$ cat src/rtl/leaf_stream_tx.sv
// leaf_stream_tx: credit-throttled BFT transmitter turning ap_vld/ap_ack user words into data packets.
module leaf_stream_tx #(
  parameter int PACKET_BITS   = 49,
  parameter int PAYLOAD_BITS  = 32,
  parameter int NUM_LEAF_BITS = 3,
  parameter int NUM_PORT_BITS = 4,
  parameter int NUM_ADDR_BITS = 7,
  parameter int MY_LEAF       = 0,
  parameter int MY_PORT       = 2,
  parameter int MAX_CREDIT    = 128
) (
  input  logic                     clk,
  input  logic                     reset_n,
  input  logic                     ap_start,
  input  logic [NUM_LEAF_BITS-1:0] dst_leaf,
  input  logic [NUM_PORT_BITS-1:0] dst_port,
  input  logic [PACKET_BITS-1:0]   din_leaf_bft2interface,
  output logic [PACKET_BITS-1:0]   dout_leaf_interface2bft,
  input  logic [PAYLOAD_BITS-1:0]  din_leaf_user2interface,
  input  logic                     vld_user2interface,
  output logic                     ack_interface2user,
  output logic [NUM_ADDR_BITS:0]   credit_count
);
  localparam int CW      = NUM_ADDR_BITS + 1;
  localparam int SW      = CW + 2;
  localparam int TYPE_LO = PAYLOAD_BITS + NUM_ADDR_BITS;
  localparam int PORT_LO = TYPE_LO + 2;
  localparam int LEAF_LO = PORT_LO + NUM_PORT_BITS;
  typedef enum logic [1:0] {IDLE, RUN, WAIT_CREDIT} state_t;
  state_t state, state_next;
  logic [NUM_LEAF_BITS-1:0] leaf_q;
  logic [NUM_PORT_BITS-1:0] port_q;
  logic [NUM_ADDR_BITS-1:0] seq;
  logic                     credit_pkt;
  logic [SW-1:0]            credit_sum;
  logic [CW-1:0]            credit_next;
  logic                     unused_din;
  assign unused_din = ^din_leaf_bft2interface[TYPE_LO-1:8];
  assign credit_pkt = din_leaf_bft2interface[PACKET_BITS-1]
                   && din_leaf_bft2interface[PORT_LO-1:TYPE_LO] == 2'b01
                   && din_leaf_bft2interface[LEAF_LO+NUM_LEAF_BITS-1:LEAF_LO] == NUM_LEAF_BITS'(MY_LEAF)
                   && din_leaf_bft2interface[LEAF_LO-1:PORT_LO] == NUM_PORT_BITS'(MY_PORT);
  assign ack_interface2user = state == RUN && vld_user2interface && credit_count != '0;
  // accept only fires with credit_count>0, so the subtraction never underflows
  assign credit_sum  = SW'(credit_count) + (credit_pkt ? SW'(din_leaf_bft2interface[7:0]) : '0)
                     - SW'(ack_interface2user);
  assign credit_next = credit_sum > SW'(MAX_CREDIT) ? CW'(MAX_CREDIT) : credit_sum[CW-1:0];
  always_comb begin
    state_next = state;
    state_next = state == IDLE ? (ap_start ? RUN : IDLE)
               : (credit_next == '0 ? WAIT_CREDIT : RUN);
  end
  always_ff @(posedge clk or negedge reset_n) begin
    if (!reset_n) state <= IDLE;
    else state <= state_next;
  end
  always_ff @(posedge clk or negedge reset_n) begin
    if (!reset_n) begin
      dout_leaf_interface2bft <= '0;
      credit_count            <= CW'(MAX_CREDIT);
      seq                     <= '0;
      leaf_q                  <= '0;
      port_q                  <= '0;
    end else begin
      credit_count            <= credit_next;
      dout_leaf_interface2bft <= ack_interface2user
        ? {1'b1, leaf_q, port_q, 2'b00, seq, din_leaf_user2interface} : '0;
      if (ack_interface2user) seq <= seq + 1'b1;
      if (state == IDLE && ap_start) begin
        leaf_q <= dst_leaf;
        port_q <= dst_port;
      end
    end
  end
endmodule

$ cat config.mk
export PLATFORM = sky130hd
export DESIGN_NAME = leaf_stream_tx
export DESIGN_NICKNAME = d
export VERILOG_FILES = /design/src/rtl/leaf_stream_tx.sv
export SDC_FILE = /design/constraint.sdc
export NUM_CORES = 1
export LEC_CHECK = 0
export ABC_CLOCK_PERIOD_IN_PS = 3400
export BUFFER_PORTS_ARGS = -buffer_cell sky130_fd_sc_hd__clkbuf_2
export CORE_ASPECT_RATIO = 1.5
export CORE_UTILIZATION = 42
export CTS_CLUSTER_SIZE = 8
export DETAILED_ROUTE_END_ITERATION = 7
export MAX_ROUTING_LAYER = met4
export PLACE_DENSITY = 0.74
export SYNTH_ARGS = -nofsm -noshare
export SYNTH_HDL_FRONTEND = slang
export SYNTH_SLANG_ARGS = --single-unit
$ cat constraint.sdc
create_clock -name clk -period 3.4 [get_ports clk]
set_input_delay 0.17 -clock clk [delete_from_list [all_inputs] [get_ports clk]]
set_output_delay 0.17 -clock clk [all_outputs]
set_load 0.01 [all_outputs]
; ---- Yosys cells after proc, flatten, opt, wreduce, memory -nomap -nowiden
; Index checks and enable logic that the tools add are counted.
[classes]
addsub = 3
n_mul = 0
n_div = 0
n_lt_le_gt_ge = 1
n_eq_ne = 3
shift = 0
n_mux = 6
bitwise = 0
n_reduce_logical = 10
[ops]
columns = op, count
row1 = $mux W49, 1
row2 = $mux W8, 2
row3 = $gt A10 B8 Y1 const B, 1
row4 = $sub A9 B1 Y10, 1
row5 = $add A8 B8 Y9, 1
row6 = $logic_not A8 Y1, 1
row7 = $reduce_bool A8 Y1, 1
row8 = $add A7 B1 Y7 const B, 1
row9 = $logic_and A1 B1 Y1, 6
row10 = $eq A2 B1 Y1 const B, 2
row11 = $eq A4 B2 Y1 const B, 1
row12 = $mux W2, 2
row13 = $logic_not A3 Y1, 1
row14 = $logic_not A2 Y1, 1
row15 = $mux W1, 1
[word_totals]
register_bits = 73
latchBits = 0
mem_bits_rw = 0
romBits = 0
input_bits = 92
output_inout_bits = 58
word_cells = 29
n_memories = 0

; ---- Logic depth before layout (Yosys ltp)
; Gate-level depths: netlist of the first run.
[logic_depth]
word_depth = 12
ltp_mapped = 14

; ---- Least setup slack after synthesis of the first run
; No wires, ideal clock.
[synth_timing]
kind = register to register
start = register credit_count[7]
end = register credit_count[4]
setup_time_ns = 0.107
arrival_ns = 3.637
required_time_ns = 3.293
path_slack_ns = -0.343
path_stages_with_launch = 15
n_path_buf = 2
synth_period_minus_slack_ns = 3.743
path_cell_list = dfstp_2 nor4_1 a211oi_1 clkbuf_1 xnor2_1 ha_1 inv_1 fa_1 nand2b_1 a21o_1 a211oi_1 nand4_1 and2_1 buf_6 a2111oi_4
[synth_between]
elab_chain_cells = 5
elab_cells_between_ends = 6
[synth_lines]
columns = element, line
row1 = "start, declared", 22  ; output logic [NUM_ADDR_BITS:0] credit_count
row2 = "start signal, assigned", 60  ; credit_count <= CW'(MAX_CREDIT);
row3 = "start signal, assigned", 65  ; credit_count <= credit_next;
row4 = $reduce_bool A8 Y1 *, 43  ; assign ack_interface2user = state == RUN && vld_user2interface && credit_count != '0;
row5 = $logic_and A1 B1 Y1 *, 43
row6 = net ack_interface2user, 21  ; output logic ack_interface2user,
row7 = $sub A9 B1 Y10 *, 46  ; - SW'(ack_interface2user);
row8 = $gt A10 B8 Y1, 47  ; assign credit_next = credit_sum > SW'(MAX_CREDIT) ? CW'(MAX_CREDIT) : credit_sum[CW-1:0];
row9 = $mux W8 *, 47
row10 = net credit_next[4], 36  ; logic [CW-1:0] credit_next;
; Mark *: on every way through the listed nets, which the timed path passes. The rest lies on a longest branch.
; A chain may end at the register's enable or synchronous reset.

; ---- Worst setup path after layout of the first run
[layout_timing]
start = register credit_count[4]
end = register state[0]
[layout_between]
elab_chain_cells = 8
elab_cells_between_ends = 9
[layout_lines]
columns = element, line
row1 = branches (longest 2 deep; another with $add A8 B8 Y9), n/a
row2 = $sub A9 B1 Y10 *, 46
row3 = $gt A10 B8 Y1, 47
row4 = $mux W8 *, 47
row5 = net credit_next[7], 36
row6 = $logic_not A8 Y1 *, 51  ; : (credit_next == '0 ? WAIT_CREDIT : RUN);
row7 = $mux W2 *, 51
row8 = $mux W2 *, 50  ; state_next = state == IDLE ? (ap_start ? RUN : IDLE)
row9 = net state_next[0], 30  ; state_t state, state_next;
row10 = "end signal, assigned", 55  ; else state <= state_next;
row11 = "end, declared", 30
; Mark *: on every way through the listed nets, which the timed path passes.

==> metrics, run 1 <==
cells after synthesis 272; WS Path Type reg -> reg; # setup viols final 0; max frequency about 0.3 GHz; Post-synth ARST share 1.00; IO buf count 116; Top FF cell, synth dfrtp_1; Die Ht approximately 110 um; Final #Nets roughly 540; WHS 0.0332 ns; Placed Area roughly 0.0042 mm^2; Synth Cell Area about 0.0032 mm^2; Tot Pwr 3.93 mW; Slew Limit Headroom 0.426; Max VDD drop about 0.49 mV; Clock Skew 0.00649 ns; dpl cells between 500 and 600; GR Overflow Total 0; CP Launch Type register; TritonCTS clock tree yes; hold crit path type in -> reg; Worst Setup End Kind register; DRC errors left 0; Final period util 0.976; core area 0.00732 mm^2; max cap viols 0; Synth cell types 53; ratio of cells with drive above 1 in the final layout 0.471; Final Max Tran Viols 0; top routing layer in use met4; routability cong. approximately 0.85; DP Wirelength 5.49 mm; CTS Sinks 71; PD cells 876 mW/mm^2; Setup TNS Final 0 ns; metal3 WL between 400 and 500 um; drt first-iter violations 54; # rows 38; Util after Layout 0.612; First-pass DRT Iterations 6; pin count of the biggest net entering global routing between 50 and 60; status finished, final reports clean; # fillers 627; met2 wire len 3.98 mm; ANT cells 0; post-route ant nets 0; CTS Buf Count 9; area grow syn2layout 38.8%; Root Driver clkbuf_8; ranking of synthesized cells by area dfrtp_1, and2_1, ha_1, inv_1, mux2_2; die area 0.00805 mm^2; detailed-route via count 2531; wl on met1 2.70 mm; Seq/Total Area, Yosys 0.551; Via density between 4 and 5; GRT Total Usage 0.201; fin area 0.00448 mm^2; final-report hold violation count 0; Worst EP required 3.62 ns; # H-tree levels 3; starting density of the core 0.441; Clock transition at path regs 0.07 ns; Arr. time, crit path 3.54 ns; # IOs 150; Warnings, synthesis 0; post-route worst setup slack roughly 0.082 ns; initial antenna violation count 0; number of synthesized register bits 71; Worst-Skew Late Latency 0.34 ns; first-pass GRT wire length 11.6 mm; P_leak 2.32 nW; pre-CTS setup slack -0.281 ns; Post-synth EDFFs 0; Clock Path Buffers 2; vias in the first global route about 2700; Post-Route WL between 7 and 8 mm; wire length per cell 13.7 um; Synth top area share 0.542; die width 73.6 um; Slew @ Worst Pin 0.861 ns; Worst Path Max Fanout 3; area leader, netlist dfrtp_1; post-route insts no fill 531; syn avg cell area 11.9 um^2; min Tclk post-route 3.32 ns
-- worst max-delay path, stage by stage (launching register included) --
cell and delay, ns:
dfrtp_1 0.42, nor4_2 0.07, buf_4 0.15, a211oi_4 0.30
buf_4 0.17, nand2_2 0.05, buf_4 0.14, ha_4 0.27
a211oi_4 0.05, or3b_4 0.42, a211o_4 0.34, buf_6 0.14
nor4_4 0.30, nor3_4 0.08, o31a_1 0.30
-- per-layer routing --
metal	vias to the layer above	track usage
li1	1202	-
met1	1219	0.197
met2	100	0.358
met3	10	0.0504
met4	0	0.107
met5	-	-
-- cell usage in the layout, fill, tap and decap left out, types with 2 or more instances in the layout --
master,instances
nand2b_1,3
nor4_4,2
dfrtp_1,70
a2111oi_1,2
nor4_2,2
buf_12,2
mux2_2,8
a21oi_1,2
conb_1,2
a21o_1,2
xnor2_1,8
o21ai_0,3
inv_1,23
clkbuf_1,2
nor3_1,2
nand3_1,2
and2_1,47
nor2_1,6
nor3b_1,2
a211oi_4,4
ha_1,14
clkinv_2,2
nand4_1,3
xor2_1,3
buf_4,33
clkbuf_2,115
nand2_1,13
nor3_2,4
clkbuf_8,11
ha_4,2
-- final cells by class --
| cell class | count | area [um^2] | share of cell area |
|---|---|---|---|
| clock inverter | 3 | 17.5 | 0.00391 |
| timing repair buffer | 153 | 890 | 0.198 |
| clock buffer | 13 | 159 | 0.0355 |
| multi-input combinational | 167 | 1420 | 0.317 |
| inverter | 24 | 90.1 | 0.0201 |
| tap | 100 | 125 | 0.0279 |
| sequential | 71 | 1780 | 0.397 |
-- power by group --
group,internal (mW),switching [mW]
Combinational,1.12,1.02
Clock,0.303,0.294
Sequential,1.07,0.119
-- cell usage after synthesis (4+ instances only) --
cell type and instances:
a211oi_1 4, and2_1 48, clkbuf_1 6, dfrtp_1 70
ha_1 16, inv_1 24, mux2_2 8, nand2_1 14
nor2_1 6, nor3_2 5, o21ai_0 4, xnor2_1 8
-- sequential cells by signal, summed over array words and instances, names as in the netlist --
register                 count
port_q                       4
seq                          7
dout_leaf_interface2bft     47
leaf_q                       3
state                        2
credit_count                 8
-- repair_timing --
| action | 4_1_cts | 5_1_grt |
|---|---|---|
| setup endpoints to repair | 0 | 7 |
| setup buffers | 0 | 7 |
| endpoints found under the hold margin | 36 | 0 |
| resized for setup | 0 | 15 |
| hold buffers | 1 | 0 |
-- cell families after synthesis --
family	share of synthesized area
simple gates	0.207
mux	0.0279
compound gates	0.0694
fa+ha+maj	0.0682
buf+inv	0.0461
other cells	0.00116
xor+xnor	0.0298
flops	0.551
-- final timing paths --
path	start	end	slack [ns]	depth (start not counted)
max	credit_count[4]$_DFF_PN0_	state[0]$_DFF_PN0_	0.08	14
min	din_leaf_user2interface[31]	dout_leaf_interface2bft[31]$_DFF_PN0_	0.03	2
max reg2reg	credit_count[4]$_DFF_PN0_	state[0]$_DFF_PN0_	0.08	14
min reg2reg	seq[6]$_DFFE_PN0P_	seq[6]$_DFFE_PN0P_	0.46	1
max in group asynchronous	reset_n	dout_leaf_interface2bft[26]$_DFF_PN0_	2.15	3
min in group asynchronous	reset_n	dout_leaf_interface2bft[16]$_DFF_PN0_	0.48	2
Note: power is estimated with default switching activity, not from simulation.
==> inputs of run 2 (changes only) <==
- CORE_UTILIZATION: 42 -> 35
- PLACE_DENSITY: 0.74 -> 0.63
==> metrics, run 2 (synthesis gave the netlist of run 1 again) <==
GRT Total Usage 0.164 (-0.0376); P_leak 2.38 nW (+2.6%); post-route ant nets 0 (unchanged); starting density of the core 0.364 (-0.0774); Worst Path Max Fanout 6 (+3); Clock Skew 0.00531 ns (-0.00118 ns); Reg area 0.00178 mm^2 (unchanged); Worst-Skew Late Latency 0.32 ns (-0.02 ns); # rows 42 (+11%); Clock Path Buffers 2 (unchanged); hold crit path type in -> reg; post-route worst setup slack 0.102 ns (+0.0201 ns); Arr. time, crit path 3.52 ns (-0.02 ns); DP Wirelength 5.52 mm (+0.60%); # H-tree levels 3 (unchanged); ratio of cells with drive above 1 in the final layout 0.473 (+0.00244); IO buf count 116 (unchanged); RSZ-0062 raised after global routing false; Slew Limit Headroom 0.520 (+0.0942); most common cell after layout, fill and taps aside clkbuf_2; pre-CTS setup slack -0.253 ns (+0.0278 ns); Final #Nets 537 (+0.37%); pin count of the biggest net entering global routing 53 (unchanged); postcts setup bufs 0 (unchanged); CP max-delay cell or4b_4; footprint of the multi-input gates 0.00139 mm^2 (-2.3%); # IOs 150 (unchanged); most frequent cells in the layout clkbuf_2, dfrtp_1, and2_1; final-report hold violation count 0 (unchanged); Hold Crit Start din_leaf_user2interface[19]; max cap viols 0 (unchanged); fin area 0.00459 mm^2 (+2.5%); Largest Register dout_leaf_interface2bft; Clock transition at path regs 0.06 ns (about the same); Sw Ratio 0.346 (-0.0192); GR Overflow Total 0 (unchanged); internal power 2.67 mW (+7.3%); routability cong. 0.852 (-0.27%); hold-critical path endpoint dout_leaf_interface2bft[19]$_DFF_PN0_; Placed Area 0.00425 mm^2 (+1.9%); die width 80.4 um (+9.3%); dpl cells 526 (+3.3%); wire length per cell 13.2 um (-3.7%); Worst EP required 3.62 ns (about the same); Util after Layout 0.517 (-0.0948); ANT cells 0 (unchanged); Clk network pwr share 0.224 (+0.072); drt first-iter violations 63 (+17%); hold path cells 2 (unchanged); min Tclk post-route 3.30 ns (-0.0201 ns); die area 0.00962 mm^2 (+20%); # setup viols final 0 (unchanged); Worst Setup End Kind register; DRC errors left 0 (unchanged); Via density 4.64 (-2.8%); CTS Sinks 71 (unchanged); Max VDD drop 0.540 mV (+11%); status finished, final reports clean; post-route insts no fill 543 (+2.3%); detailed-route via count 2517 (-0.55%); top flop regs dout_leaf_interface2bft (47), credit_count (8), seq (7); # fillers 805 (+28%); core area 0.00888 mm^2 (+21%); vias in the first global route 2497 (-7.2%); First-pass DRT Iterations 3 (-3); first-pass GRT wire length 11.4 mm (-1.9%); CP Cell Sequence clkbuf_2 -> or4b_4 -> nor4_4 -> buf_4 -> nand2_1 -> xnor2_1 -> ha_2 -> inv_1 -> fa_2 -> buf_4 -> nor2b_1 -> o211ai_1 -> o21ai_0 -> nand4_1 -> and2_1 -> buf_12 -> a2111oi_4; CTS Buf Count 9 (unchanged); CP dominant cell by count buf_4; Post-Route WL 7.14 mm (-1.6%); worst reg2reg path startpoint credit_count[7]$_DFF_PN1_; cell depth of the worst flop-to-flop path 14 (unchanged); PD cells 890 mW/mm^2 (+1.6%); Root Driver clkbuf_16; logic gate share of total power 0.489 (-0.056); Switch Pwr 1.42 mW (-1.3%); max reg flops 47 (unchanged); area grow syn2layout 42.3%; WS Path Type in -> reg; worst reg2reg setup slack 0.15 ns (+0.07 ns); Final Max Tran Viols 0 (unchanged); max frequency 0.303 GHz (+0.61%); Final period util 0.970 (-0.00592); FF-to-FF End credit_count[4]$_DFF_PN0_; CP Launch Type input port; sequential power share 0.287 (-0.016); initial antenna violation count 0 (unchanged); Die Ht 120 um (+9.4%); TritonCTS clock tree yes; Slew @ Worst Pin 0.720 ns (-0.141 ns); slowest stage delay, CP 0.54 ns (+0.12 ns)
==> run 2: cell count changes in the layout (fill, tap and decap cells not counted), sizes merged <==
cell and change:
clkinvlp +1, clkbuf -4, buf +2, clkinv +1, inv +1, bufinv +1
==> run 2: worst max-delay path by stage <==
stage | from | slack [ns] | endpoint
final | din_leaf_bft2interface[41] | 0.10 | credit_count[4]$_DFF_PN0_
after global routing | din_leaf_bft2interface[41] | 0.002 | credit_count[4]$_DFF_PN0_
after CTS | din_leaf_bft2interface[41] | 0.07 | state[0]$_DFF_PN0_
after detailed placement | din_leaf_bft2interface[41] | -0.25 | state[0]$_DFF_PN0_
after global placement | din_leaf_bft2interface[41] | -0.25 | state[0]$_DFF_PN0_
after floorplan | din_leaf_bft2interface[41] | -0.08 | credit_count[4]$_DFF_PN0_
==> run 2: power by group through the flow <==
stage	logic, mW	clock network, mW	registers [mW]
6_report	2.00	0.916	1.17
5_1_grt	2.19	0.982	1.20
4_1_cts	1.97	0.937	1.17
3_5_place_dp	1.96	0	1.19
3_3_place_gp	1.93	0	1.18
2_1_floorplan	1.09	0	1.25
==> run 2: metrics by stage <==
step	hold WS (ns)	setup TNS [ns]	total power, mW
2_1_floorplan	-0.126	-0.0764	2.34
3_3_place_gp	0.246	-1.59	3.11
3_5_place_dp	0.256	-1.53	3.15
4_1_cts	0.0330	0	4.08
5_1_grt	0.0350	0	4.37
6_report	0.0461	0	4.09
==> run 2: metal layers <==
layer,up-vias,wire (um),track usage
met5,-,0,-
met4,0,107,0.0725
met3,10,316,0.0380
met2,65,3980,0.287
met1,1226,2740,0.171
li1,1216,-,-
==> run 2: cell type report <==
class / instances / area share
clock buffers: 9 / 0.0490
inverters: 24 / 0.0196
repair buffers: 155 / 0.196
multi-input cells: 167 / 0.303
clock inverters: 7 / 0.0158
flip-flops and latches: 71 / 0.387
well taps: 110 / 0.0300
==> run 2: critical path, delay by kind of cell <==
kind | cells | cell delay, ns
AOI/OAI and AO/OA | 3 | 0.50
and+or+nand+nor | 6 | 1.47
buffers and inverters | 5 | 0.61
xor gates and xnor gates | 1 | 0.20
adders and majority gates | 2 | 0.55
==> run 2: timing repair <==
action | CTS | global route
endpoints found under the hold margin | 32 | 0
gates resized for setup | 0 | 8
setup endpoints to repair | 0 | 2
hold buffers | 1 | 0
